$ cat src/rtl/ahb_refill_ctrl.sv
// ahb_refill_ctrl
// AHB-Lite read-only master that refills one I-cache line with a single
// aligned INCR4/8/16 burst. Address and data phases are pipelined; each beat
// is handed to the data array with its word index, and the burst ends with
// either a fill_done pulse (clean) or a fill_err pulse (ERROR response).
module ahb_refill_ctrl #(
    parameter int LINE_WORDS = 4,
    parameter int ADDR_W     = 32,
    parameter int DATA_W     = 32
) (
    input  logic                          clk,
    input  logic                          rstn,
    input  logic                          miss_req,
    input  logic [ADDR_W-1:0]             miss_addr,
    output logic                          miss_ack,
    output logic                          busy,
    output logic [ADDR_W-1:0]             haddr,
    output logic [1:0]                    htrans,
    output logic [2:0]                    hburst,
    output logic [2:0]                    hsize,
    output logic                          hwrite,
    input  logic                          hready,
    input  logic                          hresp,
    input  logic [DATA_W-1:0]             hrdata,
    output logic                          fill_valid,
    output logic [$clog2(LINE_WORDS)-1:0] fill_idx,
    output logic [DATA_W-1:0]             fill_data,
    output logic                          fill_done,
    output logic                          fill_err
);

    localparam int IW    = $clog2(LINE_WORDS);
    localparam int OFF_W = IW + 2;

    localparam logic [ADDR_W-1:0] OFFSET_MASK = ADDR_W'(LINE_WORDS * 4 - 1);
    localparam logic [IW-1:0]     LAST_BEAT   = IW'(LINE_WORDS - 1);
    localparam logic [IW-1:0]     ONE         = IW'(1);

    localparam logic [1:0] HTRANS_IDLE   = 2'b00;
    localparam logic [1:0] HTRANS_NONSEQ = 2'b10;
    localparam logic [1:0] HTRANS_SEQ    = 2'b11;

    localparam logic [2:0] HBURST_VAL = (LINE_WORDS == 16) ? 3'b111 :
                                        (LINE_WORDS == 8)  ? 3'b101 : 3'b011;

    typedef enum logic [2:0] {
        S_IDLE,
        S_ADDR,
        S_BURST,
        S_DRAIN,
        S_ERR
    } state_t;

    state_t              state_q, state_d;
    logic [ADDR_W-1:0]   base_q, base_d;
    logic [IW-1:0]       acnt_q, acnt_d;
    logic [IW-1:0]       dcnt_q, dcnt_d;
    logic [IW-1:0]       acnt_inc;

    logic [ADDR_W-1:0]   haddr_d;
    logic [1:0]          htrans_d;
    logic                miss_ack_d;
    logic                fill_valid_d;
    logic [IW-1:0]       fill_idx_d;
    logic [DATA_W-1:0]   fill_data_d;
    logic                fill_done_d;
    logic                fill_err_d;

    // Beat n of the line lives at base + 4*n; the offset never carries out of
    // the aligned line, so OR-ing it in is equivalent to adding.
    function automatic logic [ADDR_W-1:0] beat_addr(input logic [ADDR_W-1:0] b,
                                                    input logic [IW-1:0]     n);
        return b | {{(ADDR_W - OFF_W){1'b0}}, n, 2'b00};
    endfunction

    assign acnt_inc = acnt_q + ONE;

    assign busy   = (state_q != S_IDLE);
    assign hburst = HBURST_VAL;
    assign hsize  = 3'b010;
    assign hwrite = 1'b0;

    // Next-state and next-output decode; every bus/fill output is registered.
    always_comb begin
        state_d      = state_q;
        base_d       = base_q;
        acnt_d       = acnt_q;
        dcnt_d       = dcnt_q;
        haddr_d      = haddr;
        htrans_d     = htrans;
        miss_ack_d   = 1'b0;
        fill_valid_d = 1'b0;
        fill_idx_d   = fill_idx;
        fill_data_d  = fill_data;
        fill_done_d  = 1'b0;
        fill_err_d   = 1'b0;

        case (state_q)
            S_IDLE: begin
                htrans_d = HTRANS_IDLE;
                if (miss_req) begin
                    base_d     = miss_addr & ~OFFSET_MASK;
                    haddr_d    = base_d;
                    htrans_d   = HTRANS_NONSEQ;
                    miss_ack_d = 1'b1;
                    acnt_d     = '0;
                    dcnt_d     = '0;
                    state_d    = S_ADDR;
                end
            end

            S_ADDR: begin
                // No data phase yet, so only hready matters here.
                if (hready) begin
                    acnt_d   = ONE;
                    haddr_d  = beat_addr(base_q, ONE);
                    htrans_d = HTRANS_SEQ;
                    state_d  = S_BURST;
                end
            end

            S_BURST, S_DRAIN: begin
                if (hresp) begin
                    // First ERROR cycle: cancel the pending address at once.
                    htrans_d = HTRANS_IDLE;
                    if (hready) begin
                        fill_err_d = 1'b1;
                        state_d    = S_IDLE;
                    end else begin
                        state_d = S_ERR;
                    end
                end else if (hready) begin
                    fill_valid_d = 1'b1;
                    fill_idx_d   = dcnt_q;
                    fill_data_d  = hrdata;
                    dcnt_d       = dcnt_q + ONE;
                    if (state_q == S_DRAIN) begin
                        fill_done_d = 1'b1;
                        state_d     = S_IDLE;
                    end else begin
                        acnt_d = acnt_inc;
                        if (acnt_q == LAST_BEAT) begin
                            htrans_d = HTRANS_IDLE;
                            state_d  = S_DRAIN;
                        end else begin
                            haddr_d = beat_addr(base_q, acnt_inc);
                        end
                    end
                end
            end

            S_ERR: begin
                htrans_d = HTRANS_IDLE;
                if (hready && hresp) begin
                    fill_err_d = 1'b1;
                    state_d    = S_IDLE;
                end
            end

            default: begin
                htrans_d = HTRANS_IDLE;
                state_d  = S_IDLE;
            end
        endcase
    end

    // State, counters and registered outputs; reset abandons any burst silently.
    always_ff @(posedge clk) begin
        if (!rstn) begin
            state_q    <= S_IDLE;
            base_q     <= '0;
            acnt_q     <= '0;
            dcnt_q     <= '0;
            haddr      <= '0;
            htrans     <= HTRANS_IDLE;
            miss_ack   <= 1'b0;
            fill_valid <= 1'b0;
            fill_idx   <= '0;
            fill_data  <= '0;
            fill_done  <= 1'b0;
            fill_err   <= 1'b0;
        end else begin
            state_q    <= state_d;
            base_q     <= base_d;
            acnt_q     <= acnt_d;
            dcnt_q     <= dcnt_d;
            haddr      <= haddr_d;
            htrans     <= htrans_d;
            miss_ack   <= miss_ack_d;
            fill_valid <= fill_valid_d;
            fill_idx   <= fill_idx_d;
            fill_data  <= fill_data_d;
            fill_done  <= fill_done_d;
            fill_err   <= fill_err_d;
        end
    end

endmodule

$ cat config.mk
export PLATFORM = sky130hd
export DESIGN_NAME = ahb_refill_ctrl
export DESIGN_NICKNAME = d
export VERILOG_FILES = /design/src/rtl/ahb_refill_ctrl.sv
export SDC_FILE = /design/constraint.sdc
export NUM_CORES = 1
export LEC_CHECK = 0
export BUFFER_PORTS_ARGS = -buffer_cell sky130_fd_sc_hd__buf_2
export CORE_MARGIN = 4
export CORE_UTILIZATION = 32
export DETAILED_ROUTE_END_ITERATION = 8
export PLACE_DENSITY_LB_ADDON = 0.3
export SLEW_MARGIN = 0
export SYNTH_ARGS = -nofsm -noshare
export SYNTH_HDL_FRONTEND = slang
export SYNTH_SLANG_ARGS = --single-unit
$ cat constraint.sdc
create_clock -name clk -period 2.69 [get_ports clk]
set_clock_uncertainty 0.05 [all_clocks]
set_input_delay 0.4035 -clock clk [delete_from_list [all_inputs] [get_ports clk]]
set_output_delay 0.4035 -clock clk [all_outputs]
set_load 0.01 [all_outputs]
==> results.json, run 1 <==
{
  "synth.most_common_cell": "nand2_1",
  "hold_violations": 0,
  "track_usage_pct": 13.4,
  "hold_path_end": "fill_data[6]",
  "fin_util_pct": 41.3,
  "dp_hpwl_um": 7570,
  "design_area_um2": 5560,
  "min-delay-start": "hrdata[6]",
  "critPathMaxFanout": 28,
  "n_antenna_cell": 0,
  "avgViaCountPerCell": 4.73,
  "outcome": "finished, final reports clean",
  "regToRegSetupSlack_ns": 0.62,
  "async_reset_ff_share_pct": 0,
  "cts_hold_buf": 0,
  "worst_setup_path_end_kind": "register",
  "switchingPower_mw": 1.05,
  "synth-edff-count": 0,
  "maxSlewViolCount": 0,
  "cpPeakStageDelay_ns": 0.82,
  "drt_iter0_drc": 146,
  "clockBufferDepth": 2,
  "swShare_pct": 26.9,
  "synthTopCellsByCount": "157 x nand2_1, 105 x dfxtp_1, 57 x a21boi_1, 33 x mux2i_1, 28 x o211a_1",
  "worst-endpoint-arrival_ns": 2.29,
  "pwr-share-clk_pct": 34.9,
  "grt_overflow_total": 0,
  "ys_ff_latch": 105,
  "drive_above_1_share_pct": 27.1,
  "fin_crit_ns": 2.07,
  "area_growth_pct": 24.7,
  "wl_um": 10700,
  "cp_cell_sequence": "buf_4, or3b_4, or2_1, nand2_1, a21boi_1",
  "grt_pass1_vias": 3696,
  "path_class": "reg -> reg",
  "min_path_cells": 3,
  "hold_path_class": "in -> reg",
  "drc_errors": 0,
  "r2r-end": "base_q[11]",
  "p_seq_share_pct": 45.0,
  "postSynthAreaPerCell_um2": 8.93,
  "die_y_um": 126,
  "worstMarginPinSlew_ns": 1.06,
  "grt_max_degree": 60,
  "core-area_um2": 13500,
  "post_drt_wl_per_cell_um": 13.5,
  "synth_area_leaders": "dfxtp_1 47%, nand2_1 13%, a21boi_1 9.6%",
  "ant_nets": 0,
  "via_count": 3754,
  "p_leak_nw": 2.81,
  "place_inst": 778,
  "regToRegStartpoint": "state_q[1]",
  "critPathLaunchType": "register",
  "antenna_found_initial": 0,
  "htree_levels": 3,
  "die_w_um": 126,
  "place_area_um2": 5240,
  "rsz0062_at_grt": "false",
  "cts_resized": 0,
  "setup_viol": 0,
  "cts_tree": "yes",
  "vdd_ir_drop_max_mv": 0.263,
  "p_comb_share_pct": 20.1,
  "final.period_utilization_pct": 76.8,
  "yosysUniqueCellTypes": 43,
  "power_mw": 3.91,
  "r2r_cells": 5,
  "p_int_mw": 2.86,
  "place_congestion": 0.739,
  "numCtsBuffers": 9,
  "powerDensity_nw_per_um2": 703,
  "slew_headroom_pct": 29.0,
  "synth_ff_type": "dfxtp_1",
  "drv_cap": 0,
  "cp_slowest_cell": "or2_1",
  "io_pins": 149,
  "timing.fmax_ghz": 0.484,
  "fin_setup_tns_ns": 0,
  "start_util_pct": 33.1,
  "synth_area_leader_cell": "dfxtp_1",
  "synth_top_area_share_pct": 47.2,
  "num_rows": 42,
  "nets": 683,
  "fin_cells": 793,
  "grt_pass1_wl_um": 17500,
  "cts-root-buf": "clkbuf_16",
  "dieArea_um2": 15900,
  "portBuffers": 135,
  "synth.cell_area_um2": 4460,
  "synthCells": 499,
  "cts_sinks": 105,
  "ys_seq_area_share_pct": 47.2,
  "required_ns": 2.91,
  "path_clk_slew_ns": 0.07,
  "drt_first_pass_iters": 4,
  "ys_warn_count": 0,
  "cts_setup_buffers": 0,
  "clk_latency_ns": 0.34
}
[cell usage in the layout (no fill, tap or decap), drive strengths merged, types with 2 or more instances in the layout]
master / instances
a31oi: 3
nand2: 157
nand3b: 3
a21boi: 63
a21oi: 7
dfxtp: 105
and3: 2
and2: 4
o21ai: 3
mux2i: 33
nor2: 5
clkbuf: 13
nor2b: 6
nand3: 2
o211a: 28
or3: 2
inv: 2
conb: 9
nand2b: 4
nor3: 3
buf: 146
a41o: 2
[critical path: cells and delay by family (launching register included)]
kind	cells	cell delay [ns]
compound gates	1	0.18
flops	1	0.35
simple gates	3	1.16
buf+inv	1	0.24
[through the flow]
step	hold slack [ns]	setup WS, ns
after detailed placement	0.393	0.567
final	0.244	0.623
after CTS	0.227	0.554
after global placement	0.385	0.625
after global routing	0.232	0.380
after floorplan	0.384	1.10
[cells by family after synthesis]
logic type                 count (synthesis)  share of synthesized area [%]
AOI/OAI and AO/OA                        112                           20.1
adders and majority gates                  1                          0.281
buffers and inverters                     52                           6.26
DFF                                      105                           47.2
muxes                                     33                           7.41
other                                      2                          0.169
and+or+nand+nor                          194                           18.6
[power groups by stage]
stage	clock network, mW	registers, mW	logic (mW)
after floorplan	0	1.83	0.507
after global placement	0	1.79	0.784
after detailed placement	0	1.80	0.805
after CTS	1.42	1.76	0.807
after global routing	1.47	1.78	0.877
final	1.36	1.76	0.785
[worst max-delay path by stage]
stage	cells past startpoint	start	slack, ns	to
floorplan	6	miss_req	1.10	base_q[17]
global placement	5	miss_req	0.62	base_q[11]
detailed placement	5	miss_req	0.57	base_q[11]
CTS	5	state_q[1]	0.55	base_q[11]
global route	5	state_q[1]	0.38	base_q[18]
finish	5	state_q[1]	0.62	base_q[11]
[metal layers]
metal	part of all wire (%)	vias to the layer above	GRT usage (%)
li1	-	1878	-
met1	44	1753	15.5
met2	47	106	22.9
met3	7.6	17	4.61
met4	1.9	0	4.92
met5	0	-	0
[flip-flops by register name (all words and copies together), names as in the netlist, 2 cells and up]
name,cells
fill_data,32
haddr,30
base_q,28
state_q,3
acnt_q,2
dcnt_q,2
fill_idx,2
htrans,2
[cell type report]
| type | instances | area, µm² |
|---|---|---|
| flip-flops and latches | 105 | 2100 |
| repair buffers | 146 | 783 |
| well taps | 176 | 220 |
| inverters | 2 | 7.51 |
| clock inverters | 2 | 35.0 |
| clock buffers | 13 | 280 |
| fillers | 1381 | 7890 |
| multi-input cells | 349 | 2130 |
Note: power is estimated with default switching activity, not from simulation.
==> run 2, diff against run 1 <==
==> constraint.sdc (replaced) <==
create_clock -name clk -period 2.1 [get_ports clk]
set_clock_uncertainty 0.05 [all_clocks]
set_input_delay 0.315 -clock clk [delete_from_list [all_inputs] [get_ports clk]]
set_output_delay 0.315 -clock clk [all_outputs]
set_load 0.01 [all_outputs]
==> results.json, run 2 (synthesis results as in run 1) <==
{
  "wl_um": 10500,
  "ant_nets": 0,
  "area_growth_pct": 26.0,
  "critPathMaxFanout": 10,
  "antenna_found_initial": 0,
  "die_y_um": 126,
  "drt_first_pass_iters": 4,
  "cts_setup_buffers": 0,
  "drive_above_1_share_pct": 27.4,
  "required_ns": 1.74,
  "fin_util_pct": 41.7,
  "via_count": 3700,
  "cp_top_family": "flip-flops",
  "start_util_pct": 33.1,
  "grt_pass1_wl_um": 17700,
  "grt_overflow_total": 0,
  "slew_headroom_pct": 50.2,
  "layout_common_cells": "157 x nand2_1, 135 x buf_2, 105 x dfxtp_1",
  "grt_pass1_vias": 3576,
  "fin_setup_tns_ns": 0,
  "cp_slowest_cell": "dfxtp_1",
  "n_antenna_cell": 0,
  "hold_ws_ns": 0.152,
  "clk_latency_ns": 0.34,
  "die_w_um": 126,
  "io_pins": 149,
  "min-delay-start": "hrdata[2]",
  "cts-root-buf": "clkbuf_16",
  "post_drt_wl_per_cell_um": 13.2,
  "drc_errors": 0,
  "drv_cap": 0,
  "fin_crit_ns": 1.76,
  "final_common_cell": "nand2_1",
  "dieArea_um2": 15900,
  "hold_violations": 0,
  "vdd_ir_drop_max_mv": 0.312,
  "critPathLaunchType": "register",
  "hold_path_class": "in -> reg",
  "powerDensity_nw_per_um2": 886,
  "cp_cell_sequence": "buf_4, or3_1, buf_2",
  "place_congestion": 0.719,
  "setup_viol": 0,
  "regToRegStartpoint": "state_q[1]",
  "dp_hpwl_um": 7500,
  "numCtsBuffers": 9,
  "path_class": "reg -> out",
  "outcome": "finished, final reports clean",
  "rsz0062_at_grt": "false",
  "cts_sinks": 105,
  "cts_hold_buf": 0,
  "cpPeakStageDelay_ns": 0.36,
  "crit_buf_inv": 2,
  "reg_top3": "fill_data (32), haddr (30), base_q (28)",
  "htree_levels": 3,
  "nets": 686,
  "largest_reg_flops": 32,
  "worst_setup_path_end_kind": "output pin",
  "worstMarginPinSlew_ns": 0.747,
  "worst-endpoint-arrival_ns": 1.40,
  "clockBufferDepth": 2,
  "regToRegSetupSlack_ns": 0.34,
  "p_leak_nw": 2.82,
  "largest-register": "fill_data",
  "drt_iter0_drc": 147,
  "timing.fmax_ghz": 0.568,
  "final.period_utilization_pct": 83.9,
  "num_rows": 42,
  "maxSlewViolCount": 0,
  "core-area_um2": 13500,
  "cts_resized": 0,
  "track_usage_pct": 13.5,
  "portBuffers": 135,
  "cts_tree": "yes",
  "startpoint": "state_q[0]",
  "grt_max_degree": 60,
  "path_clk_slew_ns": 0.07,
  "avgViaCountPerCell": 4.64
}
-- run 2: layer usage --
metal | wire [µm] | global-route usage, % | share of wire (%)
met4 | 135 | 4.92 | 1.3
met1 | 4650 | 16.5 | 44
met3 | 786 | 4.53 | 7.5
met2 | 4970 | 22.1 | 47
met5 | 0 | 0 | 0
-- run 2: power by group --
part | total (mW) | switching, mW | internal (mW)
Clock | 1.69 | 0.737 | 0.954
Combinational | 1.03 | 0.556 | 0.474
Sequential | 2.26 | 0.0893 | 2.17
Total | 4.98 | 1.38 | 3.60
-- run 2: path summary, 6_finish.rpt --
kind | to | depth (start not counted)
max | busy | 3
min | fill_data[2] | 3
max reg2reg | fill_data[16] | 5
min reg2reg | base_q[24] | 2
-- run 2: tightest hold or removal path, stage by stage --
cell      delay, ns
buf_2          0.09
nand2_1        0.04
a21boi_1       0.05
-- run 2: area by class of cell --
class / instances / area, µm²
fill: 1376 / 7840
multi-input combinational: 349 / 2130
sequential: 105 / 2100
timing repair buffer: 149 / 856
clock buffer: 11 / 243
tap: 176 / 220
clock inverter: 5 / 55.1
inverter: 2 / 7.51
-- run 2: through the flow --
step | instance area, µm² | total power, mW | setup WS (ns) | cells
floorplan | 4480 | 3.00 | 0.548 | 506
global placement | 5320 | 3.33 | 0.367 | 781
detailed placement | 5320 | 3.35 | 0.324 | 781
CTS | 5610 | 5.08 | 0.320 | 797
global route | 5610 | 5.27 | 0.171 | 797
finish | 5610 | 4.98 | 0.339 | 797
